[src/rtl/rr_arb_pkg.sv]
// rtl/rr_arb_pkg.sv - shared widths, FSM encoding and grant decode for the slot arbiter
package rr_arb_pkg;
  localparam int NREQ   = 4;
  localparam int ID_W   = 2;
  localparam int SLOT_W = 8;

  typedef enum logic [1:0] {
    IDLE  = 2'b00,
    GRANT = 2'b01,
    GAP   = 2'b10
  } state_e;

  function automatic logic [NREQ-1:0] id_to_onehot(input logic [ID_W-1:0] id);
    id_to_onehot     = '0;
    id_to_onehot[id] = 1'b1;
  endfunction
endpackage

[src/rtl/rr_slot_arbiter_if.sv]
// rtl/rr_slot_arbiter_if.sv - request/grant bundle between clients and the slot arbiter
interface rr_slot_arbiter_if;
  import rr_arb_pkg::*;

  logic [NREQ-1:0]   req_i;
  logic [NREQ-1:0]   release_i;
  logic [NREQ-1:0]   grant_o;
  logic [ID_W-1:0]   grant_id_o;
  logic              busy_o;
  logic [SLOT_W-1:0] slot_cnt_o;
  logic              expire_o;
  logic              clr_res_o;

  modport master (
    output req_i, release_i,
    input  grant_o, grant_id_o, busy_o, slot_cnt_o, expire_o, clr_res_o
  );

  modport slave (
    input  req_i, release_i,
    output grant_o, grant_id_o, busy_o, slot_cnt_o, expire_o, clr_res_o
  );
endinterface

[src/rtl/rr_pick_4.sv]
// rtl/rr_pick_4.sv - combinational round-robin pick: rotate by ptr, priority-encode, un-rotate
module rr_pick_4
  import rr_arb_pkg::*;
(
  input  logic [NREQ-1:0] req_i,
  input  logic [ID_W-1:0] ptr_i,
  output logic [ID_W-1:0] id_o,
  output logic            valid_o
);
  logic [2*NREQ-1:0] req_x2;
  logic [NREQ-1:0]   rot;
  logic [ID_W-1:0]   off;

  // rot[i] is the request of client (ptr+i) mod 4
  assign req_x2 = {req_i, req_i};
  assign rot    = req_x2[ptr_i +: NREQ];

  always_comb begin
    off = '0;
    for (int i = NREQ - 1; i >= 0; i--) begin
      if (rot[i]) off = ID_W'(i);
    end
  end

  assign id_o    = ptr_i + off;
  assign valid_o = |req_i;
endmodule

[src/rtl/rr_slot_arbiter.sv]
// rtl/rr_slot_arbiter.sv - four-client round-robin arbiter with bounded slice and one-cycle clear gap
module rr_slot_arbiter
  import rr_arb_pkg::*;
#(
  parameter logic [SLOT_W-1:0] SLOT_LEN = 8'd4
) (
  input logic              clk,
  input logic              Reset,
  rr_slot_arbiter_if.slave bus
);
  if (SLOT_LEN == '0) begin : g_bad_slot_len
    $error("rr_slot_arbiter: SLOT_LEN must be in 1..255");
  end

  state_e            state_q, state_d;
  logic [NREQ-1:0]   grant_q, grant_d;
  logic [ID_W-1:0]   grant_id_q, grant_id_d;
  logic [ID_W-1:0]   ptr_q, ptr_d;
  logic [SLOT_W-1:0] slot_cnt_q, slot_cnt_d;
  logic              busy_q, busy_d;
  logic              expire_q, expire_d;
  logic              clr_res_q, clr_res_d;
  logic [ID_W-1:0]   pick_id;
  logic              pick_valid;

  rr_pick_4 u_pick (
    .req_i   (bus.req_i),
    .ptr_i   (ptr_q),
    .id_o    (pick_id),
    .valid_o (pick_valid)
  );

  always_comb begin
    state_d    = state_q;
    grant_d    = grant_q;
    grant_id_d = grant_id_q;
    ptr_d      = ptr_q;
    slot_cnt_d = slot_cnt_q;
    busy_d     = busy_q;
    expire_d   = 1'b0;
    clr_res_d  = 1'b0;
    case (state_q)
      IDLE, GAP: begin
        if (pick_valid) begin
          state_d    = GRANT;
          grant_d    = id_to_onehot(pick_id);
          grant_id_d = pick_id;
          ptr_d      = pick_id + ID_W'(1);
          slot_cnt_d = '0;
          busy_d     = 1'b1;
        end else begin
          state_d = IDLE;
          grant_d = '0;
          busy_d  = 1'b0;
        end
      end
      GRANT: begin
        // Owner leaving wins over slice expiry, so expire stays low in that case
        if (!bus.req_i[grant_id_q] || bus.release_i[grant_id_q]) begin
          state_d   = GAP;
          grant_d   = '0;
          busy_d    = 1'b0;
          clr_res_d = 1'b1;
        end else if (slot_cnt_q == SLOT_LEN - SLOT_W'(1)) begin
          state_d   = GAP;
          grant_d   = '0;
          busy_d    = 1'b0;
          clr_res_d = 1'b1;
          expire_d  = 1'b1;
        end else begin
          slot_cnt_d = slot_cnt_q + SLOT_W'(1);
        end
      end
      default: begin
        state_d = IDLE;
        grant_d = '0;
        busy_d  = 1'b0;
      end
    endcase
  end

  always_ff @(posedge clk) begin
    if (Reset) begin
      state_q    <= IDLE;
      grant_q    <= '0;
      grant_id_q <= '0;
      ptr_q      <= '0;
      slot_cnt_q <= '0;
      busy_q     <= 1'b0;
      expire_q   <= 1'b0;
      clr_res_q  <= 1'b0;
    end else begin
      state_q    <= state_d;
      grant_q    <= grant_d;
      grant_id_q <= grant_id_d;
      ptr_q      <= ptr_d;
      slot_cnt_q <= slot_cnt_d;
      busy_q     <= busy_d;
      expire_q   <= expire_d;
      clr_res_q  <= clr_res_d;
    end
  end

  assign bus.grant_o    = grant_q;
  assign bus.grant_id_o = grant_id_q;
  assign bus.busy_o     = busy_q;
  assign bus.slot_cnt_o = slot_cnt_q;
  assign bus.expire_o   = expire_q;
  assign bus.clr_res_o  = clr_res_q;
endmodule

[src/flat_wrapper.sv]
// flat-port wrapper written by rule: the top's interface ports become plain ports
module rr_slot_arbiter_flat import rr_arb_pkg::*;
#(
  parameter logic [SLOT_W-1:0] SLOT_LEN = 8'd4
)
  (clk, Reset, bus_req_i, bus_release_i, bus_grant_o, bus_grant_id_o, bus_busy_o, bus_slot_cnt_o, bus_expire_o, bus_clr_res_o);
  rr_slot_arbiter_if bus_i ();
  input logic clk;
  input logic Reset;
  input wire logic [$bits(bus_i.req_i)-1:0] bus_req_i;
  input wire logic [$bits(bus_i.release_i)-1:0] bus_release_i;
  output wire logic [$bits(bus_i.grant_o)-1:0] bus_grant_o;
  output wire logic [$bits(bus_i.grant_id_o)-1:0] bus_grant_id_o;
  output wire logic [$bits(bus_i.busy_o)-1:0] bus_busy_o;
  output wire logic [$bits(bus_i.slot_cnt_o)-1:0] bus_slot_cnt_o;
  output wire logic [$bits(bus_i.expire_o)-1:0] bus_expire_o;
  output wire logic [$bits(bus_i.clr_res_o)-1:0] bus_clr_res_o;
  assign bus_i.req_i = bus_req_i;
  assign bus_i.release_i = bus_release_i;
  assign bus_grant_o = bus_i.grant_o;
  assign bus_grant_id_o = bus_i.grant_id_o;
  assign bus_busy_o = bus_i.busy_o;
  assign bus_slot_cnt_o = bus_i.slot_cnt_o;
  assign bus_expire_o = bus_i.expire_o;
  assign bus_clr_res_o = bus_i.clr_res_o;
  rr_slot_arbiter #(.SLOT_LEN(SLOT_LEN)) u_core (.clk(clk), .Reset(Reset), .bus(bus_i));
endmodule
[config.mk]
export PLATFORM = sky130hd
export DESIGN_NAME = rr_slot_arbiter_flat
export DESIGN_NICKNAME = d
export VERILOG_FILES = /design/src/rtl/rr_arb_pkg.sv /design/src/rtl/rr_slot_arbiter_if.sv /design/src/rtl/rr_pick_4.sv /design/src/rtl/rr_slot_arbiter.sv /design/src/flat_wrapper.sv
export SDC_FILE = /design/constraint.sdc
export NUM_CORES = 1
export LEC_CHECK = 0
export ABC_AREA = 1
export CELL_PAD_IN_SITES_DETAIL_PLACEMENT = 2
export CELL_PAD_IN_SITES_GLOBAL_PLACEMENT = 2
export CORE_UTILIZATION = 26
export CTS_CLUSTER_DIAMETER = 80
export CTS_CLUSTER_SIZE = 28
export DETAILED_ROUTE_END_ITERATION = 8
export PLACE_DENSITY_LB_ADDON = 0.05
export SLEW_MARGIN = 25
export SYNTH_ARGS = -nofsm -noshare
export SYNTH_HDL_FRONTEND = slang
export SYNTH_SLANG_ARGS = --single-unit
[constraint.sdc]
create_clock -name clk -period 2.1 [get_ports clk]
set_input_delay 0.525 -clock clk [delete_from_list [all_inputs] [get_ports clk]]
set_output_delay 0.525 -clock clk [all_outputs]
set_load 0.05 [all_outputs]
Word level (Yosys, flattened, before mapping). Cells that the tools add are included.

Bits in registers: 21. Input bits: 10. Output and inout bits: 17.

$add $sub $neg: 3. Order comparisons: 3. Eq/ne operators: 7. Shift operators: 1. Multiplexer cells: 28. Bitwise gates (word level): 1. Reductions and logical operators: 11.

Operators with widths (number): two-way mux 8 bit (3); case mux 8 bit (2 select lines) (1); two-way mux 2 bit (6); two-way mux 4 bit (3); two-way mux 1 bit (9); adder 8 x 1 -> 8 bit (second input constant) (1); equality test 8 x 2 -> 1 bit (second input constant) (1); case mux 4 bit (2 select lines) (1); variable part select 8 x 3 -> 4 bit (1); less-than comparator 2 x 3 -> 1 bit (second input constant) (2); binary-select mux 1 bit (select 2 bit) (2); != test 2 bit (second input constant) (2); case mux 2 bit (2 select lines) (1); AND reduction 4 bit (1); OR reduction 2 bit (2); OR reduction 4 bit (1); != test 3 x 1 -> 1 bit (second input constant) (1); OR reduction 3 bit (1); adder 2 x 1 -> 2 bit (second input constant) (1); adder 2 bit (1); demux 1 bit (select 2 bit) (1); equality test 2 x 1 -> 1 bit (second input constant) (1); equality test 2 bit (second input constant) (1); greater-or-equal comparator 2 x 1 -> 1 bit (second input constant) (1); 9 further kinds (9).

Longest topological paths before layout.
Depth after elaboration: 12. Gate-level depth with buffers: 13. Depth with buffers taken out: 13.

Cells and area by module. Synthesis repeated with hierarchy kept, for this count alone.

Cells, all modules: 179. Area total of the unflattened synthesis: 1257.5 um^2.

By module, submodules not included: rr_slot_arbiter (instances 1, cells each 144, area an instance 1089.8 um^2); rr_pick_4 (instances 1, cells each 35, area an instance 167.7 um^2).

Worst setup path after synthesis. No wires, ideal clock.

Kind: input-to-reg. Start: input port bus_req_i[1]. End: register u_core.ptr_q[1]. Library setup time: 0.113 ns. Data arrival time: 1.743 ns. Required time: 1.987 ns. Setup slack: 0.244 ns. Stages: 12. Path through: nand2_1 -> nand3_1 -> nand2_2 -> nand3_1 -> a21boi_0 -> ha_1 -> xor2_1 -> inv_1 -> nand3_2 -> nand3_1 -> nand2_1 -> nor2b_4.

Longest elaborated chain between the ends: 7.

Ends and longest elaborated chain: start: declaration (line flat_wrapper.sv:10) `input wire logic [$bits(bus_i.req_i)-1:0] bus_req_i;`; variable part select 8 x 3 -> 4 bit (line rr_pick_4.sv:16) `assign rot = req_x2[ptr_i +: NREQ];`; two-way mux 2 bit (4 in a row) (line rr_pick_4.sv:21) `if (rot[i]) off = ID_W'(i);`; adder 2 bit (line rr_pick_4.sv:25) `assign id_o = ptr_i + off;`; adder 2 x 1 -> 2 bit (line rr_slot_arbiter.sv:48) `ptr_d = pick_id + ID_W'(1);`; end signal: assignment (line rr_slot_arbiter.sv:96) `ptr_q <= ptr_d;`; end: declaration (line rr_slot_arbiter.sv:18) `logic [ID_W-1:0] ptr_q, ptr_d;`.

Several ways; a longest one is shown, not always the timed one. A chain may end at the register's enable or synchronous reset.

Final worst setup path.
Start: register u_core.slot_cnt_q[5], in the netlist u_core.bus.slot_cnt_o[5]. End: output port bus_slot_cnt_o[5].

RTL lines: start: declaration (line rr_slot_arbiter.sv:19) `logic [SLOT_W-1:0] slot_cnt_q, slot_cnt_d;`; start signal: assignment (line rr_slot_arbiter.sv:97) `slot_cnt_q <= slot_cnt_d;`; end: declaration (line flat_wrapper.sv:15) `output wire logic [$bits(bus_i.slot_cnt_o)-1:0] bus_slot_cnt_o;`.

No word-level cell between the ends.

==> results by group <==
Clocking
  – CTS Sinks: 20
  – CTS Root Cell: clkbuf_8
  – Total CTS buffers: 3
  – H-tree Lvls: 1
  – Clock buffer depth: 2
  – Skew-Pair Late Insertion Delay: 250 ps
  – CTS tree: done
  – Buffer count from post-CTS setup fixing: 0
  – Clock slew at reported path FFs: 80 ps
  – Cts hold-fix bufs: 0

Global routing
  – Gr ovfl total: 0
  – First-pass GRT wire length: ~6 mm
  – Initial antenna violation count: 0
  – Vias in the first global route: between 1000 and 1500
  – Tot GR Track Use: about 18%
  – Pin count of the biggest net entering global routing: 11

Floorplanning
  – Die Height: 67.26 um
  – Die outline area: 0.004524 mm2
  – Core box area: 0.004058 mm2
  – Num ports: 27
  – Initial Util: a little over a quarter
  – Die W: around 67 um
  – Cell row count: 23

Yosys
  – Post-synth top cells: nand2_1 (37), nand3_1 (22), dfxtp_1 (20)
  – Area share of the largest cell type after synthesis: between 30% and 40%
  – Async SR Flop Fraction: 0%
  – Syn Inst Count: approximately 160
  – Top-count cell post-synth: nand2_1
  – Post-synth top area cell: dfxtp_1
  – Synth Flop Type: dfxtp_1
  – Synth warnings: 0
  – Syn Area/Cell: around 7 um2
  – Netlist cell types: 25
  – Yosys reg bits: 20
  – Synth area leaders: dfxtp_1 (36%), nand2_1 (13%), nand3_1 (9.9%)
  – Post-Syn Area: 0.001107 mm2
  – Number of flops mapped to enable cells by yosys: 0
  – Net Count, Synth: 171
  – Seq/Total Area, Yosys: a little over a third

STA
  – Worst Skew: 7.412 ps
  – RSZ-0062 raised after global routing: false
  – Worst hold margin: about 470 ps
  – Final setup slack of the worst path: 98.68 ps
  – Fmax: 499.7 MHz
  – Fin. Hold Viols: 0
  – Slew headroom: between 60% and 70%
  – Slew Limit Fails: 0
  – Final worst-path cycle share: 95.30%
  – Worst-Margin Slew: ~520 ps
  – Final setup violating endpoints: 0
  – Final setup TNS: 0 ps
  – Final Critical Period: 2001 ps

Critical path
  – Crit path kind: flip-flop to output pin
  – Cell class contributing the biggest share of worst-path delay: buffers and inverters
  – Crit path buf inv count: 1
  – Worst R2R Path Depth: 12
  – CP max-delay cell: clkdlybuf4s50_1
  – Worst-path maximum fanout: 4
  – Worst path cell trace: clkdlybuf4s50_1
  – Slowest stage delay, CP: approximately 830 ps
  – Cell count along the critical path: 1
  – CP required: between 1500 and 2000 ps
  – CP endpoint kind: output pin
  – CP startpoint kind: flip-flop
  – Arrival time at the worst endpoint: 1480 ps

Placed design
  – DP HPWL: a little under 3 mm
  – Port Buffers: 26
  – GPL Wtd Cong: between 0.8 and 0.9
  – Setup WS pre-CTS: -410.9 ps

Hold path
  – Worst hold path type: flip-flop to flip-flop
  – Hold Path Stages: 2

Routing
  – Number of vias per cell: between 4 and 5
  – Routed Antenna Nets: 0
  – Met3 wire len: 58 um
  – Iteration-0 DRC Markers: 7
  – Avg WL per Cell: 14.17 um
  – Top Layer Used: met4
  – Vias: between 1000 and 1500
  – Metal-1 WL: between 1.5 and 2 mm
  – Drt total wl: 3.598 mm
  – DR DRC count: 0
  – WL met2: about 1.8 mm
  – DRT Pass-1 Iters: 4

Cells and area
  – Layout cells sized above 1: approximately a quarter
  – Utilization after layout: approximately 40%
  – Ant. Diodes: 0
  – Nets: around 220
  – Register area: between 400 and 500 um2
  – Fill count: slightly below 500
  – Area Overhead vs Synth: 44.29%
  – Multi-input gate area: ~660 um2

Power and ir drop
  – Pwr/cell area: 1141 mW/mm2
  – VDD IR-drop max: 0.3684 mV
  – Lkg Pwr: 0.6663 nW

Outcome
  – Status: completed

Flow run
  – Max-cap viol count: 0
[metrics by stage]
step | cells | total power [mW] | cell area, um2
after global routing | 254 | 1.971 | 1598
after floorplan | 159 | 1.147 | 1107
after CTS | 254 | 1.850 | 1597
after global placement | 251 | 1.525 | 1539
after detailed placement | 251 | 1.556 | 1539
final | 254 | 1.823 | 1598
[kinds of logic (layout without fill, tap and decap cells)]
| logic type | count (synthesis) | in the layout | share of synthesized area [%] |
|---|---|---|---|
| XOR/XNOR | 5 | 5 | 3.955 |
| AND/OR/NAND/NOR | 95 | 95 | 42.15 |
| adder cells (fa/ha/maj) | 2 | 2 | 2.260 |
| AO/OA/AOI/OAI | 19 | 19 | 9.153 |
| flip-flops | 20 | 20 | 36.16 |
| buffers and inverters | 18 | 63 | 6.328 |
[worst min-delay path: cells and delay by family, from the launching register on]
family,cells,cell delay (ps)
flops,1,310
simple gates,1,60
compound gates,1,50
[report_power, final]
group	internal (mW)	switching (mW)	leakage (nW)
Sequential	0.452	0.0675	0.164
Combinational	0.426	0.627	0.481
Clock	0.128	0.123	0.0216
Total	1.01	0.817	0.666
[final timing paths]
path                            to                      from  slack [ps]
max              bus_slot_cnt_o[5]  u_core.bus.slot_cnt_o[5]         100
min          u_core.bus.grant_o[2]     u_core.bus.grant_o[2]         470
max reg2reg        u_core.ptr_q[1]           u_core.ptr_q[1]         230
min reg2reg  u_core.bus.grant_o[2]     u_core.bus.grant_o[2]         470
[layout by cell type, fill, tap and decap left out, drive strengths merged]
cell type	instances
a21oi	12
clkdlybuf4s50	16
nand3b	2
o21ai	6
nand2	44
nor3	4
xor2	4
nor2b	1
buf	23
a21boi	1
xnor2	1
dlygate4sd2	4
inv	17
ha	2
clkbuf	3
nor2	20
dfxtp	20
nand3	24
[repair_timing]
action                                  in CTS  in global routing
resized for setup                           10                  1
endpoints found under the setup margin       6                  5
pin swaps                                    4                  2
cloned                                       0                  0
[layout make-up]
type	instances	share of cell area [%]
sequential	20	25.14
timing repair buffer	43	23.02
tap	50	3.915
clock buffer	3	2.584
multi-input combinational	121	41.19
inverter	17	4.150
[per-layer routing]
layer | track usage (%) | vias up
met5 | 0 | -
met3 | 3.547 | 2
met4 | 4.787 | 0
li1 | - | 603
met1 | 21.12 | 570
met2 | 33.00 | 9
[state kept, by name, indices dropped and copies added (netlist names)]
register,flops
u_core.state_q,1
u_core.ptr_q,2
u_core.bus.expire_o,1
u_core.bus.grant_id_o,2
u_core.bus.busy_o,1
u_core.bus.clr_res_o,1
u_core.bus.slot_cnt_o,8
u_core.bus.grant_o,4
Note: power is estimated with default switching activity, not from simulation.
